<file path="src/rtl/ps2_key_injector.sv">
// ps2_key_injector
//   Transmit side of the 11-bit ps2_key event interface
//   {toggle[10], press[9], extended[8], scancode[7:0]}. Forwards live host
//   key events and merges in queued synthetic events. After each injected
//   event it holds off for GAP clocks, so a slow matrix scan sees every
//   press and every release.
//
// Ports
//   clk       system clock
//   reset     asynchronous, active-high reset
//   host_key  live ps2_key from the HPS; a toggle of bit 10 marks a new event
//   wr        single-cycle strobe that enqueues wr_data
//   wr_data   {press, ext, scancode[7:0]}
//   full      FIFO holds DEPTH entries
//   empty     FIFO holds no entries
//   overflow  sticky: wr seen while full (cleared only by reset)
//   ps2_key   merged event stream to the keyboard matrix block
//   busy      high while injecting/holding off or while the FIFO is non-empty
module ps2_key_injector #(
  parameter int unsigned DEPTH = 8,
  parameter int unsigned GAP   = 640000,
  parameter int unsigned GAP_W = 24
) (
  input  logic        clk,
  input  logic        reset,
  input  logic [10:0] host_key,
  input  logic        wr,
  input  logic [9:0]  wr_data,
  output logic        full,
  output logic        empty,
  output logic        overflow,
  output logic [10:0] ps2_key,
  output logic        busy
);

  localparam int unsigned AW = $clog2(DEPTH);
  localparam int unsigned CW = AW + 1;

  typedef enum logic {
    IDLE,
    WAIT
  } state_t;

  state_t           state_q, state_d;
  logic [GAP_W-1:0] gap_q, gap_d;
  logic [AW-1:0]    wr_ptr_q, wr_ptr_d;
  logic [AW-1:0]    rd_ptr_q, rd_ptr_d;
  logic [CW-1:0]    count_q, count_d;
  logic             overflow_q, overflow_d;
  logic [10:0]      key_q, key_d;
  logic             primed_q, primed_d;
  logic             host_flag_q, host_flag_d;

  logic [9:0]       mem [DEPTH];

  logic             host_edge;
  logic             push;
  logic             pop;

  assign full     = (count_q == CW'(DEPTH));
  assign empty    = (count_q == '0);
  assign overflow = overflow_q;
  assign ps2_key  = key_q;
  assign busy     = (state_q != IDLE) || (count_q != '0);

  always_comb begin
    state_d     = state_q;
    gap_d       = gap_q;
    wr_ptr_d    = wr_ptr_q;
    rd_ptr_d    = rd_ptr_q;
    count_d     = count_q;
    overflow_d  = overflow_q;
    key_d       = key_q;
    primed_d    = primed_q;
    host_flag_d = host_flag_q;

    host_edge = primed_q && (host_key[10] != host_flag_q);
    // No bypass: fullness and emptiness are judged on the registered count only.
    push      = wr && !full;
    pop       = (state_q == IDLE) && !empty && !host_edge;

    if (wr && full) begin
      overflow_d = 1'b1;
    end

    // The first post-reset edge only captures the host flag, so a flag that
    // is already high at reset exit is not mistaken for a new event.
    if (!primed_q) begin
      primed_d    = 1'b1;
      host_flag_d = host_key[10];
    end else if (host_edge) begin
      host_flag_d = host_key[10];
      key_d       = {~key_q[10], host_key[9:0]};
    end else if (pop) begin
      key_d       = {~key_q[10], mem[rd_ptr_q]};
    end

    case (state_q)
      IDLE: begin
        if (pop) begin
          state_d = WAIT;
          gap_d   = GAP_W'(GAP - 1);
        end
      end
      WAIT: begin
        if (gap_q == '0) begin
          state_d = IDLE;
        end else begin
          gap_d = gap_q - GAP_W'(1);
        end
      end
      default: state_d = IDLE;
    endcase

    if (push) begin
      wr_ptr_d = wr_ptr_q + AW'(1);
    end
    if (pop) begin
      rd_ptr_d = rd_ptr_q + AW'(1);
    end

    case ({push, pop})
      2'b10:   count_d = count_q + CW'(1);
      2'b01:   count_d = count_q - CW'(1);
      default: count_d = count_q;
    endcase
  end

  always_ff @(posedge clk or posedge reset) begin
    if (reset) begin
      state_q     <= IDLE;
      gap_q       <= '0;
      wr_ptr_q    <= '0;
      rd_ptr_q    <= '0;
      count_q     <= '0;
      overflow_q  <= 1'b0;
      key_q       <= '0;
      primed_q    <= 1'b0;
      host_flag_q <= 1'b0;
    end else begin
      state_q     <= state_d;
      gap_q       <= gap_d;
      wr_ptr_q    <= wr_ptr_d;
      rd_ptr_q    <= rd_ptr_d;
      count_q     <= count_d;
      overflow_q  <= overflow_d;
      key_q       <= key_d;
      primed_q    <= primed_d;
      host_flag_q <= host_flag_d;
    end
  end

  // Storage needs no reset: entries are only read behind the occupancy count.
  always_ff @(posedge clk) begin
    if (push) begin
      mem[wr_ptr_q] <= wr_data;
    end
  end

endmodule

</file>
<file path="config.mk">
export PLATFORM = sky130hd
export DESIGN_NAME = ps2_key_injector
export DESIGN_NICKNAME = d
export VERILOG_FILES = /design/src/rtl/ps2_key_injector.sv
export SDC_FILE = /design/constraint.sdc
export NUM_CORES = 1
export LEC_CHECK = 0
export ABC_AREA = 1
export BUFFER_PORTS_ARGS = -buffer_cell sky130_fd_sc_hd__buf_4
export CAP_MARGIN = 20
export CORE_ASPECT_RATIO = 1.1
export CORE_MARGIN = 1.5
export CORE_UTILIZATION = 37
export DETAILED_ROUTE_END_ITERATION = 16
export GPL_TIMING_DRIVEN = 0
export PLACE_DENSITY = 0.6
export SLEW_MARGIN = 0
export SYNTH_ARGS = -nofsm -noshare
export SYNTH_HDL_FRONTEND = slang
export SYNTH_SLANG_ARGS = --single-unit
</file>
<file path="constraint.sdc">
create_clock -name clk -period 4.36 [get_ports clk]
set_input_delay 0 -clock clk [delete_from_list [all_inputs] [get_ports clk]]
set_output_delay 0 -clock clk [all_outputs]
set_load 0.02 [all_outputs]
</file>
==> Word level (Yosys, flattened, before mapping) <==
Memories as Yosys holds them, arrays and structs flattened.
Cells that the tools add are included.
{ "classes": {"add_sub_neg": 5, "mul": 0, "n_div": 0, "n_lt_le_gt_ge": 0, "eq_ne": 7, "shifts": 0, "n_mux": 13, "bitwise_logic": 2, "reduce_logical": 16} }
{ "ops": {"columns": ["cell", "count"], "rows": [
  ["two-way mux 24 bit", 2],
  ["case mux 24 bit (2 select lines)", 1],
  ["zero test 24 bit", 1],
  ["subtractor 24 x 1 -> 24 bit, second input constant", 1],
  ["two-way mux 11 bit", 2],
  ["case mux 4 bit (2 select lines)", 1],
  ["adder 3 x 1 -> 3 bit, second input constant", 2],
  ["two-way mux 1 bit", 6],
  ["logical AND 1 bit", 5],
  ["adder 4 x 1 -> 4 bit, second input constant", 1],
  ["equality test 4 bit, second input constant", 1],
  ["zero test 4 bit", 1],
  ["!= test 2 bit, second input constant", 2],
  ["AND reduction 2 bit", 2],
  ["nonzero test 2 bit", 2],
  ["nonzero test 4 bit", 1],
  ["subtractor 4 x 1 -> 4 bit, second input constant", 1],
  ["zero test 1 bit", 3],
  ["equality test 2 x 1 -> 1 bit, second input constant", 1],
  ["equality test 2 bit, second input constant", 1],
  ["!= test 2 x 1 -> 1 bit, second input constant", 1],
  ["inverter 1 bit", 2],
  ["case mux 1 bit (2 select lines)", 1],
  ["logical OR 1 bit", 1],
  ["!= test 1 bit", 1]
]} }
{ "word_totals": {"register_bits": 49, "latch_bits": 0, "ram_bits": 80, "romBits": 0, "word_cells": 53, "n_memories": 1} }
{ "memory_table": {"columns": ["memory", "depth", "word_bits", "rd", "rd_ports_with_merged_regs", "write_ports", "line", "text"], "rows": [
  ["mem", 8, 10, 1, 0, 1, "54", "logic [9:0] mem [DEPTH];"]
]} }

==> Logic depth before layout (Yosys ltp) <==
{ "depth": {"ltp_word": 6, "ltp_mapped": 13, "mapped_depth_nobuf": 13} }

==> Worst setup path before layout <==
Ideal clock, no wire load.
{ "synth_path": {"kind": "register to register", "startpoint": "reg host_flag_q", "endpoint": "reg count_q[2]", "setup_time_ns": 0.128, "arrival_ns": 1.829, "required_time_ns": 4.232, "setup_slack_ns": 2.403, "stages_incl_launch_ff": 12, "n_path_buf": 0, "period_less_slack_ns": 1.957, "cell_sequence": "dfrtp_1 xnor2_2 nor2_8 nor2_8 ha_1 nand2_1 inv_1 nor2_1 ha_1 a21oi_1 xnor2_1 o21ai_0"} }
{ "synth_between": {"elab_chain_len": 6, "elab_cells_between_ends": 8, "classes_between": "3 x eq/ne; 1 x mux; 4 x reduce/logical"} }
{ "synth_rtl": {"columns": ["item", "line", "text"], "rows": [
  ["start: declaration", "52", "logic host_flag_q, host_flag_d;"],
  ["start signal: assignment", "149", "host_flag_q <= host_flag_d;"],
  ["!= test 1 bit *", "77", "host_edge = primed_q && (host_key[10] != host_flag_q);"],
  ["logical AND 1 bit *", "77", null],
  ["zero test 1 bit *", "80", "pop = (state_q == IDLE) && !empty && !host_edge;"],
  ["logical AND 1 bit *", "80", null],
  ["via pop", "58", "logic pop;"],
  ["equality test 2 x 1 -> 1 bit / equality test 2 bit (equally long branches)", "122", "case ({push, pop})"],
  ["case mux 4 bit (2 select lines) / nonzero test 2 bit (equally long branches)", null, null],
  ["end signal: assignment", "145", "count_q <= count_d;"],
  ["end: declaration", "48", "logic [CW-1:0] count_q, count_d;"]
]} }
Mark *: on every way through the listed nets, which the timed path passes. The rest lies on a longest branch.
A chain may end at the register's enable or synchronous reset.

==> Worst setup path in the final report <==
{ "layout_path": {"startpoint": "reg count_q[0]", "endpoint": "reg count_q[3]"} }
{ "layout_between": {"elab_chain_len": 6, "elab_cells_between_ends": 13, "classes_between": "2 x add/sub; 3 x eq/ne; 1 x mux; 7 x reduce/logical"} }
{ "layout_rtl": {"columns": ["item", "line", "text"], "rows": [
  ["zero test 4 bit *", "61", "assign empty = (count_q == '0);"],
  ["zero test 1 bit *", "80", null],
  ["logical AND 1 bit * (2 in a row)", "80", null],
  ["via pop", "58", null],
  ["equality test 2 x 1 -> 1 bit / equality test 2 bit (equally long branches)", "122", null],
  ["case mux 4 bit (2 select lines) / nonzero test 2 bit (equally long branches)", null, null]
]} }
Marks and branches as above.

==> impl_table.tex <==
\begin{tabular}{lr}
\hline
Metric & Value \\
\hline
\multicolumn{2}{l}{\textbf{Status}} \\
Outcome & completed \\
\multicolumn{2}{l}{\textbf{Yosys}} \\
Proportion of synthesized chip area in sequential cells & 61.0\% \\
EDFF count, synth & 80 \\
Cell type contributing the most total cell area after synthesis & sky130\_fd\_sc\_hd\_\_edfxtp\_1 \\
Ys async rst share & 38.0\% \\
Post-synth cell types & 34 \\
Number of standard cells after synthesis & 621 \\
Yosys Warn Count & 0 \\
Area share of the largest cell type after synthesis & 40.4\% \\
Top cells by instance count after synthesis & sky130\_fd\_sc\_hd\_\_nand2\_1, sky130\_fd\_sc\_hd\_\_nor2\_1, sky130\_fd\_sc\_hd\_\_edfxtp\_1 \\
Most used standard cell by instance count after synthesis & sky130\_fd\_sc\_hd\_\_nand2\_1 \\
Avg Inst Size Synth & 9.58 um2 \\
Syn nets & 652 \\
Leading cell types by total area after synthesis & sky130\_fd\_sc\_hd\_\_edfxtp\_1, sky130\_fd\_sc\_hd\_\_dfrtp\_1, sky130\_fd\_sc\_hd\_\_nand2\_1, sky130\_fd\_sc\_hd\_\_nor2\_1, sky130\_fd\_sc\_hd\_\_o21ai\_0 \\
Post-synthesis sequential element count & 129 \\
Dominant register cell in the synthesized netlist & sky130\_fd\_sc\_hd\_\_edfxtp\_1 \\
Cell area after synthesis & 0.00595 mm2 \\
\multicolumn{2}{l}{\textbf{Routing}} \\
Detail-routed net length per standard cell & 15.3 um \\
DRC marker count from the first detailed-route iteration & 366 \\
Count of vias placed by the detailed router & 4488 \\
Number of nets with antenna violations after routing & 0 \\
Number of detailed-routing iterations run before antenna repair & 7 \\
Drt drc & 0 \\
Via density per instance & 4.90 \\
Final Routed Wirelength & 14000 um \\
\multicolumn{2}{l}{\textbf{Global routing}} \\
Global-route wire length before repair & 22400 um \\
Via count of the first global-routing pass & 4489 \\
Antenna violations before repair & 0 \\
Remaining Overflow, GRT & 0 \\
Maximum number of pins on one net before global-route repair & 34 \\
Overall routing resource usage & 18.0\% \\
\multicolumn{2}{l}{\textbf{Place}} \\
Placed cell areas & 0.00650 mm2 \\
Port bufs & 38 \\
Number of cells in the design after placement & 860 \\
Dpl hpwl & 9660 um \\
Routability congestion estimate from global placement & 0.832 \\
Worst slack at placement & 1.99 ns \\
\multicolumn{2}{l}{\textbf{Worst setup path}} \\
End of the worst register-to-register path & count\_q[3] \\
CP Data Required Time & 4.66 ns \\
Category of the worst setup path launch point & flip-flop \\
Sequence of cells on the critical path & nor2\_1, nand3\_1, nand2\_2, nor2\_8, ha\_1, nand2\_1, inv\_1, nor2\_1, nand2\_1, o21ai\_0, nand3\_1, xor2\_1 \\
Worst R2R Setup Slack & 2.08 ns \\
Worst reg2reg path depth & 12 \\
Standard cell with the maximum stage delay on the critical path & sky130\_fd\_sc\_hd\_\_dfrtp\_1 \\
Crit Path Class & flip-flop to flip-flop \\
Endpoint kind of the worst setup timing path & flip-flop \\
Worst setup path startpoint & count\_q[0] \\
Biggest cell delay along the critical path & 0.42 ns \\
Source of the worst register-to-register timing path & count\_q[0] \\
Top fanout value on the critical path & 9 \\
CP arrival & 2.58 ns \\
\multicolumn{2}{l}{\textbf{Clock network}} \\
Clock tree from TritonCTS & yes \\
Reg clk slew, reported paths & 0.06 ns \\
CTS root buffer & sky130\_fd\_sc\_hd\_\_clkbuf\_16 \\
Count of clock tree sinks & 129 \\
\# H-tree levels & 4 \\
Maximum buffer depth of the clock tree & 2 \\
Number of buffers inserted during clock tree synthesis & 17 \\
Later-pin clock latency in the skew report & 0.42 ns \\
Post-CTS Setup Bufs & 0 \\
\multicolumn{2}{l}{\textbf{Finish}} \\
Post-layout instance area & 0.00734 mm2 \\
Area of the multi-input gates & 0.00203 mm2 \\
Area growth from synthesis to layout & 23.4\% \\
Utilization of the core after routing & 46.7\% \\
Number of non-filler instances in the completed layout & 916 \\
Fraction of final layout cells sized beyond drive strength 1 & 13.5\% \\
Flip-flop and latch area & 0.00363 mm2 \\
Antenna Diode Count & 0 \\
Number of filler instances in the final layout & 1459 \\
Final \#Nets & 735 \\
\multicolumn{2}{l}{\textbf{Timing}} \\
RSZ-0062 raised after global routing & false \\
Final clock period utilization by the worst path & 52.3\% \\
Sum Neg Setup Slack & 0 ns \\
Worst setup slack after layout & 2.08 ns \\
Max-slew violation count & 0 \\
Maximum clock rate & 439 MHz \\
Slew margin rel. & 30.1\% \\
Minimum hold slack & 0.137 ns \\
Measured slew at the worst slew-check pin & 1.05 ns \\
Setup-violating endpoint count in the final report & 0 \\
Final setup skew & 0.0128 ns \\
Minimum clock period & 2.28 ns \\
Total count of hold-check failures in the final report & 0 \\
\multicolumn{2}{l}{\textbf{Hold path}} \\
HP Class & input port to asynchronous set/reset pin \\
\multicolumn{2}{l}{\textbf{Die}} \\
Initial Util & 37.8\% \\
Floorplan row count & 48 \\
Die extent in y & 136 um \\
Die outline width & 124 um \\
Core area & 0.0157 mm2 \\
I/O pin count & 39 \\
Area enclosed by the die boundary & 0.0169 mm2 \\
\multicolumn{2}{l}{\textbf{Pwr}} \\
Power per unit of standard cell area & 475 mW/mm2 \\
Largest voltage drop on the vdd net & 0.311 mV \\
Power after layout & 3.49 mW \\
Leakage & 3.03 nW \\
\multicolumn{2}{l}{\textbf{Flow run}} \\
MaxCap Viol Count & 0 \\
\hline
\end{tabular}
metal layers:
metal,wire length [um],vias up,track usage [%]
met4,413,0,9.79
met3,516,30,3.44
li1,-,2244,-
met1,5960,2107,21.1
met5,0,-,0
met2,7090,107,31.0
registers in the layout, indices dropped and copies added, names as in the netlist:
name,cells
count_q,4
gap_q,24
host_flag_q,1
mem,80
overflow,1
primed_q,1
ps2_key,11
rd_ptr_q,3
state_q,1
wr_ptr_q,3
critical path: cells and delay by family (launching register included):
| kind | cells | cell delay (ns) |
|---|---|---|
| simple gates | 8 | 1.16 |
| fa+ha+maj | 1 | 0.23 |
| flops | 1 | 0.42 |
| xor+xnor | 1 | 0.15 |
| compound gates | 1 | 0.16 |
| buf+inv | 1 | 0.04 |
repair_timing:
action	CTS	global route
resized for setup	0	0
endpoints found under the hold margin	142	0
hold buffers	23	0
layout by cell type (no fill, tap or decap), types with 2 or more instances in the layout:
cell | netlist | layout
sky130_fd_sc_hd__a21oi_1 | 2 | 2
sky130_fd_sc_hd__buf_2 | 2 | 2
sky130_fd_sc_hd__buf_4 | 2 | 42
sky130_fd_sc_hd__buf_6 | 2 | 2
sky130_fd_sc_hd__bufinv_16 | 0 | 3
sky130_fd_sc_hd__clkbuf_1 | 16 | 17
sky130_fd_sc_hd__clkbuf_16 | 0 | 17
sky130_fd_sc_hd__clkinv_2 | 0 | 4
sky130_fd_sc_hd__clkinv_4 | 0 | 5
sky130_fd_sc_hd__dfrtp_1 | 49 | 49
sky130_fd_sc_hd__dlygate4sd3_1 | 0 | 23
sky130_fd_sc_hd__edfxtp_1 | 80 | 80
sky130_fd_sc_hd__ha_1 | 7 | 7
sky130_fd_sc_hd__inv_1 | 47 | 46
sky130_fd_sc_hd__inv_2 | 1 | 2
sky130_fd_sc_hd__nand2_1 | 148 | 148
sky130_fd_sc_hd__nand2_2 | 3 | 3
sky130_fd_sc_hd__nand3_1 | 52 | 52
sky130_fd_sc_hd__nand4_1 | 6 | 6
sky130_fd_sc_hd__nor2_1 | 100 | 100
sky130_fd_sc_hd__nor2_2 | 3 | 3
sky130_fd_sc_hd__nor2_8 | 2 | 2
sky130_fd_sc_hd__o21ai_0 | 53 | 53
sky130_fd_sc_hd__o21ai_1 | 3 | 3
sky130_fd_sc_hd__o21ai_2 | 3 | 3
sky130_fd_sc_hd__o22ai_1 | 20 | 20
sky130_fd_sc_hd__xnor2_1 | 4 | 4
sky130_fd_sc_hd__xor2_1 | 5 | 5
final cells by class:
type	count	area share [%]
Sequential cell	129	49.4
Multi-Input combinational cell	422	27.7
Timing Repair Buffer	64	7.50
Clock buffer	18	5.85
Tap cell	200	3.41
Inverter	48	2.45
Clock inverter	13	2.22
Buffer	22	1.47
cell families (layout without fill, tap and decap cells):
kind of cell / Yosys count / after routing / synth area share (%)
simple gates: 319 / 319 / 22.7
flops: 129 / 129 / 61.0
compound gates: 85 / 85 / 8.31
buf+inv: 70 / 165 / 4.84
xor+xnor: 10 / 10 / 1.60
fa+ha+maj: 7 / 7 / 1.47
other cells: 1 / 1 / 0.0630
power breakdown:
part / internal [mW] / leakage (nW) / switching [mW]
logic: 0.183 / 1.44 / 0.328
registers: 1.48 / 1.30 / 0.0769
clock network: 0.896 / 0.294 / 0.523
worst max-delay path by stage:
stage                 end  slack, ns
3_3_place_gp    mem[4][7]       2.04
6_report       count_q[3]       2.08
3_5_place_dp    mem[6][2]       1.99
4_1_cts         mem[6][8]       1.99
5_1_grt         mem[0][9]       1.87
2_1_floorplan  count_q[2]       2.40
Note: power is estimated with default switching activity, not from simulation.
